<file path="src/rtl/smc_mem_resp_lite18_pkg.sv">
// smc_resp_pkg_lite18
//   Shared definitions for the SMC memory responder slice.
//   - default address/data widths
//   - FSM state encoding
//   - protocol-violation codes reported on viol_code18
package smc_resp_pkg_lite18;

  localparam int SMC_ADDR_W_DEF = 4;
  localparam int SMC_DATA_W_DEF = 32;

  typedef enum logic [2:0] {
    ST_IDLE    = 3'd0,
    ST_ADDR    = 3'd1,
    ST_RD_WAIT = 3'd2,
    ST_RD_DATA = 3'd3,
    ST_WR      = 3'd4
  } smcState_e;

  localparam logic [1:0] VIOL_NONE     = 2'd0;
  localparam logic [1:0] VIOL_RW_BOTH  = 2'd1;
  localparam logic [1:0] VIOL_RD_ABORT = 2'd2;
  localparam logic [1:0] VIOL_WR_ADDR  = 2'd3;

endpackage

</file>
<file path="src/rtl/smc_mem_resp_lite18_mem.sv">
// smc_resp_mem_lite18
//   Byte-writable register array with asynchronous read and reset clear.
//   Ports:
//     sys_clk18      - clock, rising edge
//     n_sys_reset18  - async active-low reset, clears every word
//     wrEn_i         - commit a write this cycle
//     wrAddr_i       - word address of the write
//     wrData_i       - write data
//     wrBeN_i        - active-low byte lane enables for the write
//     rdAddr_i       - word address for the combinational read port
//     rdData_o       - word at rdAddr_i
module smc_resp_mem_lite18 #(
  parameter int ADDR_W = 4,
  parameter int DATA_W = 32
) (
  input  logic                  sys_clk18,
  input  logic                  n_sys_reset18,
  input  logic                  wrEn_i,
  input  logic [ADDR_W-1:0]     wrAddr_i,
  input  logic [DATA_W-1:0]     wrData_i,
  input  logic [DATA_W/8-1:0]   wrBeN_i,
  input  logic [ADDR_W-1:0]     rdAddr_i,
  output logic [DATA_W-1:0]     rdData_o
);

  localparam int DEPTH = 1 << ADDR_W;

  logic [DATA_W-1:0] mem_q [DEPTH];

  // Storage: cleared on reset, only enabled byte lanes are updated on a write
  always_ff @(posedge sys_clk18 or negedge n_sys_reset18) begin
    if (!n_sys_reset18) begin
      for (int w = 0; w < DEPTH; w++) begin
        mem_q[w] <= '0;
      end
    end else if (wrEn_i) begin
      for (int b = 0; b < DATA_W/8; b++) begin
        if (!wrBeN_i[b]) begin
          mem_q[wrAddr_i][b*8 +: 8] <= wrData_i[b*8 +: 8];
        end
      end
    end
  end

  assign rdData_o = mem_q[rdAddr_i];

endmodule

</file>
<file path="src/rtl/smc_mem_resp_lite18.sv">
// smc_mem_resp_lite18
//   Memory-side responder for a static memory controller bus. Decodes the
//   chip-select / read / write strobes into single accesses, inserts a
//   programmable number of read wait states, and keeps an access counter.
//   Optional protocol checker compiled in with macro SMC_RESP_CHECK_EN.
//   Ports:
//     sys_clk18, n_sys_reset18      - clock / async active-low reset
//     smc_n_cs18/oe18/we18          - active-low chip select, read, write strobes
//     smc_n_be18                    - active-low byte enables
//     smc_addr18, smc_wdata18       - word address and write data
//     cfg_rd_ws18                   - read wait states before data valid
//     resp_rdata18, resp_rdata_oe18 - read data and its valid/drive enable
//     resp_n_wait18                 - active-low wait while read latency pending
//     acc_count18                   - completed-access counter (wraps)
//     viol18, viol_code18           - sticky violation flag and first code
module smc_mem_resp_lite18
  import smc_resp_pkg_lite18::*;
#(
  parameter int ADDR_W = SMC_ADDR_W_DEF,
  parameter int DATA_W = SMC_DATA_W_DEF
) (
  input  logic                sys_clk18,
  input  logic                n_sys_reset18,
  input  logic                smc_n_cs18,
  input  logic                smc_n_oe18,
  input  logic                smc_n_we18,
  input  logic [DATA_W/8-1:0] smc_n_be18,
  input  logic [ADDR_W-1:0]   smc_addr18,
  input  logic [DATA_W-1:0]   smc_wdata18,
  input  logic [3:0]          cfg_rd_ws18,
  output logic [DATA_W-1:0]   resp_rdata18,
  output logic                resp_rdata_oe18,
  output logic                resp_n_wait18,
  output logic [15:0]         acc_count18,
  output logic                viol18,
  output logic [1:0]          viol_code18
);

  smcState_e             state_q, state_d;
  logic [3:0]            waitCnt_q, waitCnt_d;
  logic [15:0]           accCount_q, accCount_d;
  logic [ADDR_W-1:0]     addr_q, addr_d;
  logic [DATA_W-1:0]     wdata_q, wdata_d;
  logic [DATA_W/8-1:0]   beN_q, beN_d;
  logic                  rdataOe_q;
  logic                  nWait_q;
  logic                  viol_q, viol_d;
  logic [1:0]            violCode_q, violCode_d;
  logic                  memWrEn;
  logic [DATA_W-1:0]     memRdata;

  // The pending write is committed on the edge that sees we (or cs) released,
  // using the data captured during the last cycle we was low.
  assign memWrEn = (state_q == ST_WR) && (smc_n_cs18 || smc_n_we18);

  smc_resp_mem_lite18 #(
    .ADDR_W (ADDR_W),
    .DATA_W (DATA_W)
  ) u_mem (
    .sys_clk18     (sys_clk18),
    .n_sys_reset18 (n_sys_reset18),
    .wrEn_i        (memWrEn),
    .wrAddr_i      (addr_q),
    .wrData_i      (wdata_q),
    .wrBeN_i       (beN_q),
    .rdAddr_i      (smc_addr18),
    .rdData_o      (memRdata)
  );

  // Next-state decode for the access FSM, counter and optional checker
  always_comb begin
    state_d    = state_q;
    waitCnt_d  = waitCnt_q;
    accCount_d = accCount_q;
    addr_d     = addr_q;
    wdata_d    = wdata_q;
    beN_d      = beN_q;

    case (state_q)
      ST_IDLE: begin
        if (!smc_n_cs18) state_d = ST_ADDR;
      end

      // Write wins when both strobes are low
      ST_ADDR: begin
        if (smc_n_cs18) begin
          state_d = ST_IDLE;
        end else if (!smc_n_we18) begin
          state_d = ST_WR;
          addr_d  = smc_addr18;
          wdata_d = smc_wdata18;
          beN_d   = smc_n_be18;
        end else if (!smc_n_oe18) begin
          addr_d = smc_addr18;
          if (cfg_rd_ws18 == 4'd0) begin
            state_d    = ST_RD_DATA;
            accCount_d = accCount_q + 16'd1;
          end else begin
            state_d   = ST_RD_WAIT;
            waitCnt_d = cfg_rd_ws18 - 4'd1;
          end
        end
      end

      // Releasing a strobe here aborts the read without counting it
      ST_RD_WAIT: begin
        if (smc_n_cs18) begin
          state_d = ST_IDLE;
        end else if (smc_n_oe18) begin
          state_d = ST_ADDR;
        end else if (waitCnt_q == 4'd0) begin
          state_d    = ST_RD_DATA;
          accCount_d = accCount_q + 16'd1;
        end else begin
          waitCnt_d = waitCnt_q - 4'd1;
        end
      end

      // A new address while oe stays low starts a fresh, counted read
      ST_RD_DATA: begin
        if (smc_n_cs18) begin
          state_d = ST_IDLE;
        end else if (smc_n_oe18) begin
          state_d = ST_ADDR;
        end else if (smc_addr18 != addr_q) begin
          addr_d = smc_addr18;
          if (cfg_rd_ws18 == 4'd0) begin
            accCount_d = accCount_q + 16'd1;
          end else begin
            state_d   = ST_RD_WAIT;
            waitCnt_d = cfg_rd_ws18 - 4'd1;
          end
        end
      end

      ST_WR: begin
        if (smc_n_cs18 || smc_n_we18) begin
          accCount_d = accCount_q + 16'd1;
          state_d    = smc_n_cs18 ? ST_IDLE : ST_ADDR;
        end else begin
          addr_d  = smc_addr18;
          wdata_d = smc_wdata18;
          beN_d   = smc_n_be18;
        end
      end

      default: state_d = ST_IDLE;
    endcase

`ifdef SMC_RESP_CHECK_EN
    // Only the first violation is latched; it holds until reset
    viol_d     = viol_q;
    violCode_d = violCode_q;
    if (!viol_q) begin
      if (!smc_n_cs18 && !smc_n_oe18 && !smc_n_we18) begin
        viol_d     = 1'b1;
        violCode_d = VIOL_RW_BOTH;
      end else if ((state_q == ST_RD_WAIT) && smc_n_oe18) begin
        viol_d     = 1'b1;
        violCode_d = VIOL_RD_ABORT;
      end else if ((state_q == ST_WR) && !smc_n_cs18 && !smc_n_we18 &&
                   (smc_addr18 != addr_q)) begin
        viol_d     = 1'b1;
        violCode_d = VIOL_WR_ADDR;
      end
    end
`else
    viol_d     = 1'b0;
    violCode_d = VIOL_NONE;
`endif
  end

  // State and registered outputs; output flags follow the next state so they
  // are valid in the same cycle the FSM occupies that state
  always_ff @(posedge sys_clk18 or negedge n_sys_reset18) begin
    if (!n_sys_reset18) begin
      state_q    <= ST_IDLE;
      waitCnt_q  <= 4'd0;
      accCount_q <= 16'd0;
      addr_q     <= '0;
      wdata_q    <= '0;
      beN_q      <= '1;
      rdataOe_q  <= 1'b0;
      nWait_q    <= 1'b1;
      viol_q     <= 1'b0;
      violCode_q <= VIOL_NONE;
    end else begin
      state_q    <= state_d;
      waitCnt_q  <= waitCnt_d;
      accCount_q <= accCount_d;
      addr_q     <= addr_d;
      wdata_q    <= wdata_d;
      beN_q      <= beN_d;
      rdataOe_q  <= (state_d == ST_RD_DATA);
      nWait_q    <= (state_d != ST_RD_WAIT);
      viol_q     <= viol_d;
      violCode_q <= violCode_d;
    end
  end

  assign resp_rdata18    = rdataOe_q ? memRdata : '0;
  assign resp_rdata_oe18 = rdataOe_q;
  assign resp_n_wait18   = nWait_q;
  assign acc_count18     = accCount_q;
  assign viol18          = viol_q;
  assign viol_code18     = violCode_q;

endmodule

</file>
<file path="config.mk">
export PLATFORM = sky130hd
export DESIGN_NAME = smc_mem_resp_lite18
export DESIGN_NICKNAME = d
export VERILOG_FILES = /design/src/rtl/smc_mem_resp_lite18_pkg.sv /design/src/rtl/smc_mem_resp_lite18_mem.sv /design/src/rtl/smc_mem_resp_lite18.sv
export SDC_FILE = /design/constraint.sdc
export NUM_CORES = 1
export LEC_CHECK = 0
export ABC_AREA = 0
export CORE_UTILIZATION = 50
export DETAILED_ROUTE_END_ITERATION = 16
export HOLD_SLACK_MARGIN = 0.15
export PLACE_DENSITY_LB_ADDON = 0.3
export SKIP_LAST_GASP = 1
export SLEW_MARGIN = 20
export SYNTH_ARGS = -nofsm -noshare
export SYNTH_HDL_FRONTEND = slang
export SYNTH_SLANG_ARGS = --single-unit
export TNS_END_PERCENT = 100
</file>
<file path="constraint.sdc">
create_clock -name sys_clk18 -period 2.7 [get_ports sys_clk18]
set_input_delay 0.27 -clock sys_clk18 [delete_from_list [all_inputs] [get_ports sys_clk18]]
set_output_delay 0.27 -clock sys_clk18 [all_outputs]
set_load 0.05 [all_outputs]
</file>
==> results.ini <==
[power]
peakVddDrop_mv = 0.530
power_leakage_uw = 0.0149
p_per_area_nw_per_um2 = 718

[clock_network]
cts_made_buffers = 60
h-tree-depth = 2
cts_resized = 0
cts_tree = yes
cts_setup_buffers = 0
clk_pin_slew_ns = 0.06
cts_sinks = 577
cts-hold-fix-buffers = 1
cts-root-buf = clkbuf_16
clock_path_buffers = 3
clk_latency_ns = 0.61

[final_layout]
fin_nets = 1883
antennaDiodeCount = 0
final_cell_area_sq_um = 30600
syn2layout_area_growth_pct = 15.6
fillers = 3887
drive_gt1_share_pct = 23.0

[floorplanning]
fp.dieH_um = 232
dieWidth_um = 232
core_sq_um = 51800
initial_core_util_pct = 51.1
io_pins = 102
die-area_sq_um = 53900
row_count = 83

[place]
placed_area_sq_um = 28600
place_congestion = 0.808
place_hpwl_um = 37800
placement.io_buffers = 98

[global_routing]
grt_pass1_wl_um = 96500
grt_pass1_vias = 15800
grt_overflow = 0
antenna_found_initial = 0
grt_max_degree = 116
track_usage_pct = 23.8

[worst_setup_path]
reg2reg_slack_ns = 0.13
arrival_ns = 2.36
critPathRequiredTime_ns = 2.43
path_class = register to output port
r2r_end = u_mem.mem_q[83]$_DFFE_PN0P_
crit_fanout = 2
endpoint = resp_rdata18[25]
regToRegStartpoint = state_q[0]$_DFF_PN0_
cp-end-kind = output port
start_kind = register
crit_path_start = u_mem.mem_q[25]$_DFFE_PN0P_
reg2reg_depth = 7

[synth]
yosysUniqueCellTypes = 50
syn_inst = 1704
synth_seq_area_share_pct = 54.5
netlist_area_sq_um = 26500
ys_ff_latch = 577
synth_warnings = 0
synth.avg_cell_area_sq_um = 15.5

[sta]
hold_viol_final = 0
slew_headroom_pct = 55.1
skew_ns = 0.0166
grt_setup_unrepaired = false
clock.fmax_mhz = 380
drv_slew = 0
post-route-period-util_pct = 97.6
setup_viol = 0
tns_ns = 0
period_minus_slack_ns = 2.63
worst_pin_slew_ns = 0.672

[flow_run]
cap_viol_max_count = 0

[drt]
drcViolationCount = 0
drt_iter0_drc = 1218
via_per_inst = 5.82
drt_pre_antenna_iters = 5
ant_nets = 0
wl_per_cell_um = 23.9
wl_um = 61000
vias = 14900

[run_status]
status = finished clean

[min_path]
hold_class = input port to async pin

## per-layer routing
metal,share of wire [%],vias to the layer above,GRT usage (%)
li1,-,6533,-
met2,48,344,38.1
met4,2.7,0,7.50
met1,45,7904,33.8
met3,4.4,94,3.12
met5,0,-,0
## layout make-up
| class | count | area [sq um] | area share, % |
|---|---|---|---|
| sequential | 577 | 14400 | 47.2 |
| inverter | 9 | 33.8 | 0.110 |
| tap | 680 | 851 | 2.78 |
| multi-input combinational | 1023 | 11500 | 37.6 |
| timing repair buffer | 161 | 1760 | 5.76 |
| clock buffer | 91 | 1820 | 5.94 |
| clock inverter | 13 | 173 | 0.564 |
## report_power, final
group	internal (uW)	switching, uW	total (uW)
sequential	9770	1230	11000
combinational	1390	1270	2660
clock	4980	3360	8330
total	16100	5850	22000
## metrics by stage
step / std cells / hold slack, ns / worst slack [ns] / util, % / power (uW)
floorplan: 1706 / -0.0256 / 0.374 / - / 12700
global placement: 2449 / 0.205 / 0.0892 / 55.2 / 13600
detailed placement: 2449 / 0.210 / 0.0855 / 55.2 / 13800
CTS: 2554 / 0.151 / 0.0351 / 59.1 / 22200
global route: 2554 / 0.176 / 0.00830 / 59.1 / 23000
finish: 2554 / 0.172 / 0.0661 / 59.1 / 22000
## kinds of logic (layout without fill, tap and decap cells)
logic type	Yosys count	in the layout	share of synthesized area, %
multiplexers	682	682	35.8
adder cells (fa/ha/maj)	2	2	0.0945
AO/OA/AOI/OAI	26	26	0.690
other	1	3	0.0142
flip-flops	577	577	54.5
AND/OR/NAND/NOR	291	291	6.27
XOR/XNOR	19	19	0.628
buffers and inverters	106	274	1.99
## critical path, stage by stage, from the launching register on
cell and delay [ns]:
dfrtp_1 0.37, mux4_2 0.47, mux4_2 0.53, and2_1 0.19, buf_4 0.18
## sequential cells by signal, summed over array words and instances (netlist names)
signal	count
beN_q	4
u_mem.mem_q	512
acc_count18	16
resp_n_wait18	1
waitCnt_q	4
resp_rdata_oe18	1
addr_q	4
state_q	3
wdata_q	32
## cell usage in the layout, fill, tap and decap left out, types with 3 or more instances in the layout
| cell | count |
|---|---|
| clkbuf_16 | 61 |
| mux4_2 | 160 |
| nor2_2 | 24 |
| nand3_1 | 15 |
| nor2_1 | 14 |
| dfrtp_1 | 572 |
| inv_1 | 8 |
| xor2_1 | 4 |
| clkbuf_8 | 19 |
| nor2b_1 | 8 |
| or2_1 | 4 |
| buf_4 | 64 |
| and3_1 | 4 |
| nand4_1 | 9 |
| nand2_1 | 125 |
| clkinv_2 | 7 |
| a22oi_1 | 3 |
| xnor2_1 | 15 |
| nand2b_1 | 3 |
| nor3_1 | 4 |
| a21oi_1 | 5 |
| clkdlybuf4s50_1 | 60 |
| nor2_4 | 40 |
| dfstp_2 | 5 |
| clkbuf_1 | 12 |
| bufinv_16 | 4 |
| buf_12 | 31 |
| conb_1 | 3 |
| mux2i_1 | 4 |
| mux2_2 | 4 |
| and2_1 | 34 |
| mux2_1 | 514 |
## cell usage after synthesis, drive strengths merged
| master | count | area (sq um) |
|---|---|---|
| dfstp | 5 | 131 |
| mux2 | 518 | 5830 |
| o31ai | 1 | 7.51 |
| nor4 | 1 | 6.26 |
| and3 | 4 | 25.0 |
| a211oi | 3 | 27.5 |
| nand4 | 9 | 56.3 |
| mux2i | 4 | 40.0 |
| mux4 | 160 | 3600 |
| nor3b | 1 | 12.5 |
| inv | 9 | 33.8 |
| nor2 | 78 | 653 |
| xor2 | 4 | 35.0 |
| nand2b | 3 | 18.8 |
| o32a | 1 | 10.0 |
| nor2b | 8 | 50.1 |
| nor3 | 4 | 20.0 |
| xnor2 | 15 | 131 |
| o211ai | 2 | 15.0 |
| a21oi | 5 | 25.0 |
| nand3 | 15 | 75.1 |
| and2 | 34 | 213 |
| dfrtp | 572 | 14300 |
| nor4b | 1 | 8.76 |
| clkbuf | 58 | 218 |
| o21bai | 1 | 7.51 |
| or2 | 5 | 31.3 |
| o21ai | 4 | 20.0 |
| buf | 39 | 275 |
| ha | 2 | 25.0 |
| o41ai | 1 | 8.76 |
| o22ai | 2 | 12.5 |
| nand2 | 126 | 475 |
| a22oi | 3 | 22.5 |
| a21o | 1 | 7.51 |
| o211a | 1 | 10.0 |
| conb | 1 | 3.75 |
| a41oi | 1 | 8.76 |
| or4 | 2 | 15.0 |
## how the worst min path moves through the flow
stage	slack (ns)	depth (start not counted)	end	start
2_1_floorplan	-0.03	0	acc_count18[0]$_DFFE_PN0P_	n_sys_reset18
3_3_place_gp	0.21	1	u_mem.mem_q[105]$_DFFE_PN0P_	n_sys_reset18
3_5_place_dp	0.21	1	u_mem.mem_q[105]$_DFFE_PN0P_	n_sys_reset18
4_1_cts	0.15	3	wdata_q[20]$_DFFE_PN0P_	smc_wdata18[20]
5_1_grt	0.18	3	beN_q[0]$_DFFE_PN1P_	smc_n_be18[0]
6_report	0.17	2	u_mem.mem_q[263]$_DFFE_PN0P_	n_sys_reset18
Note: power is estimated with default switching activity, not from simulation.
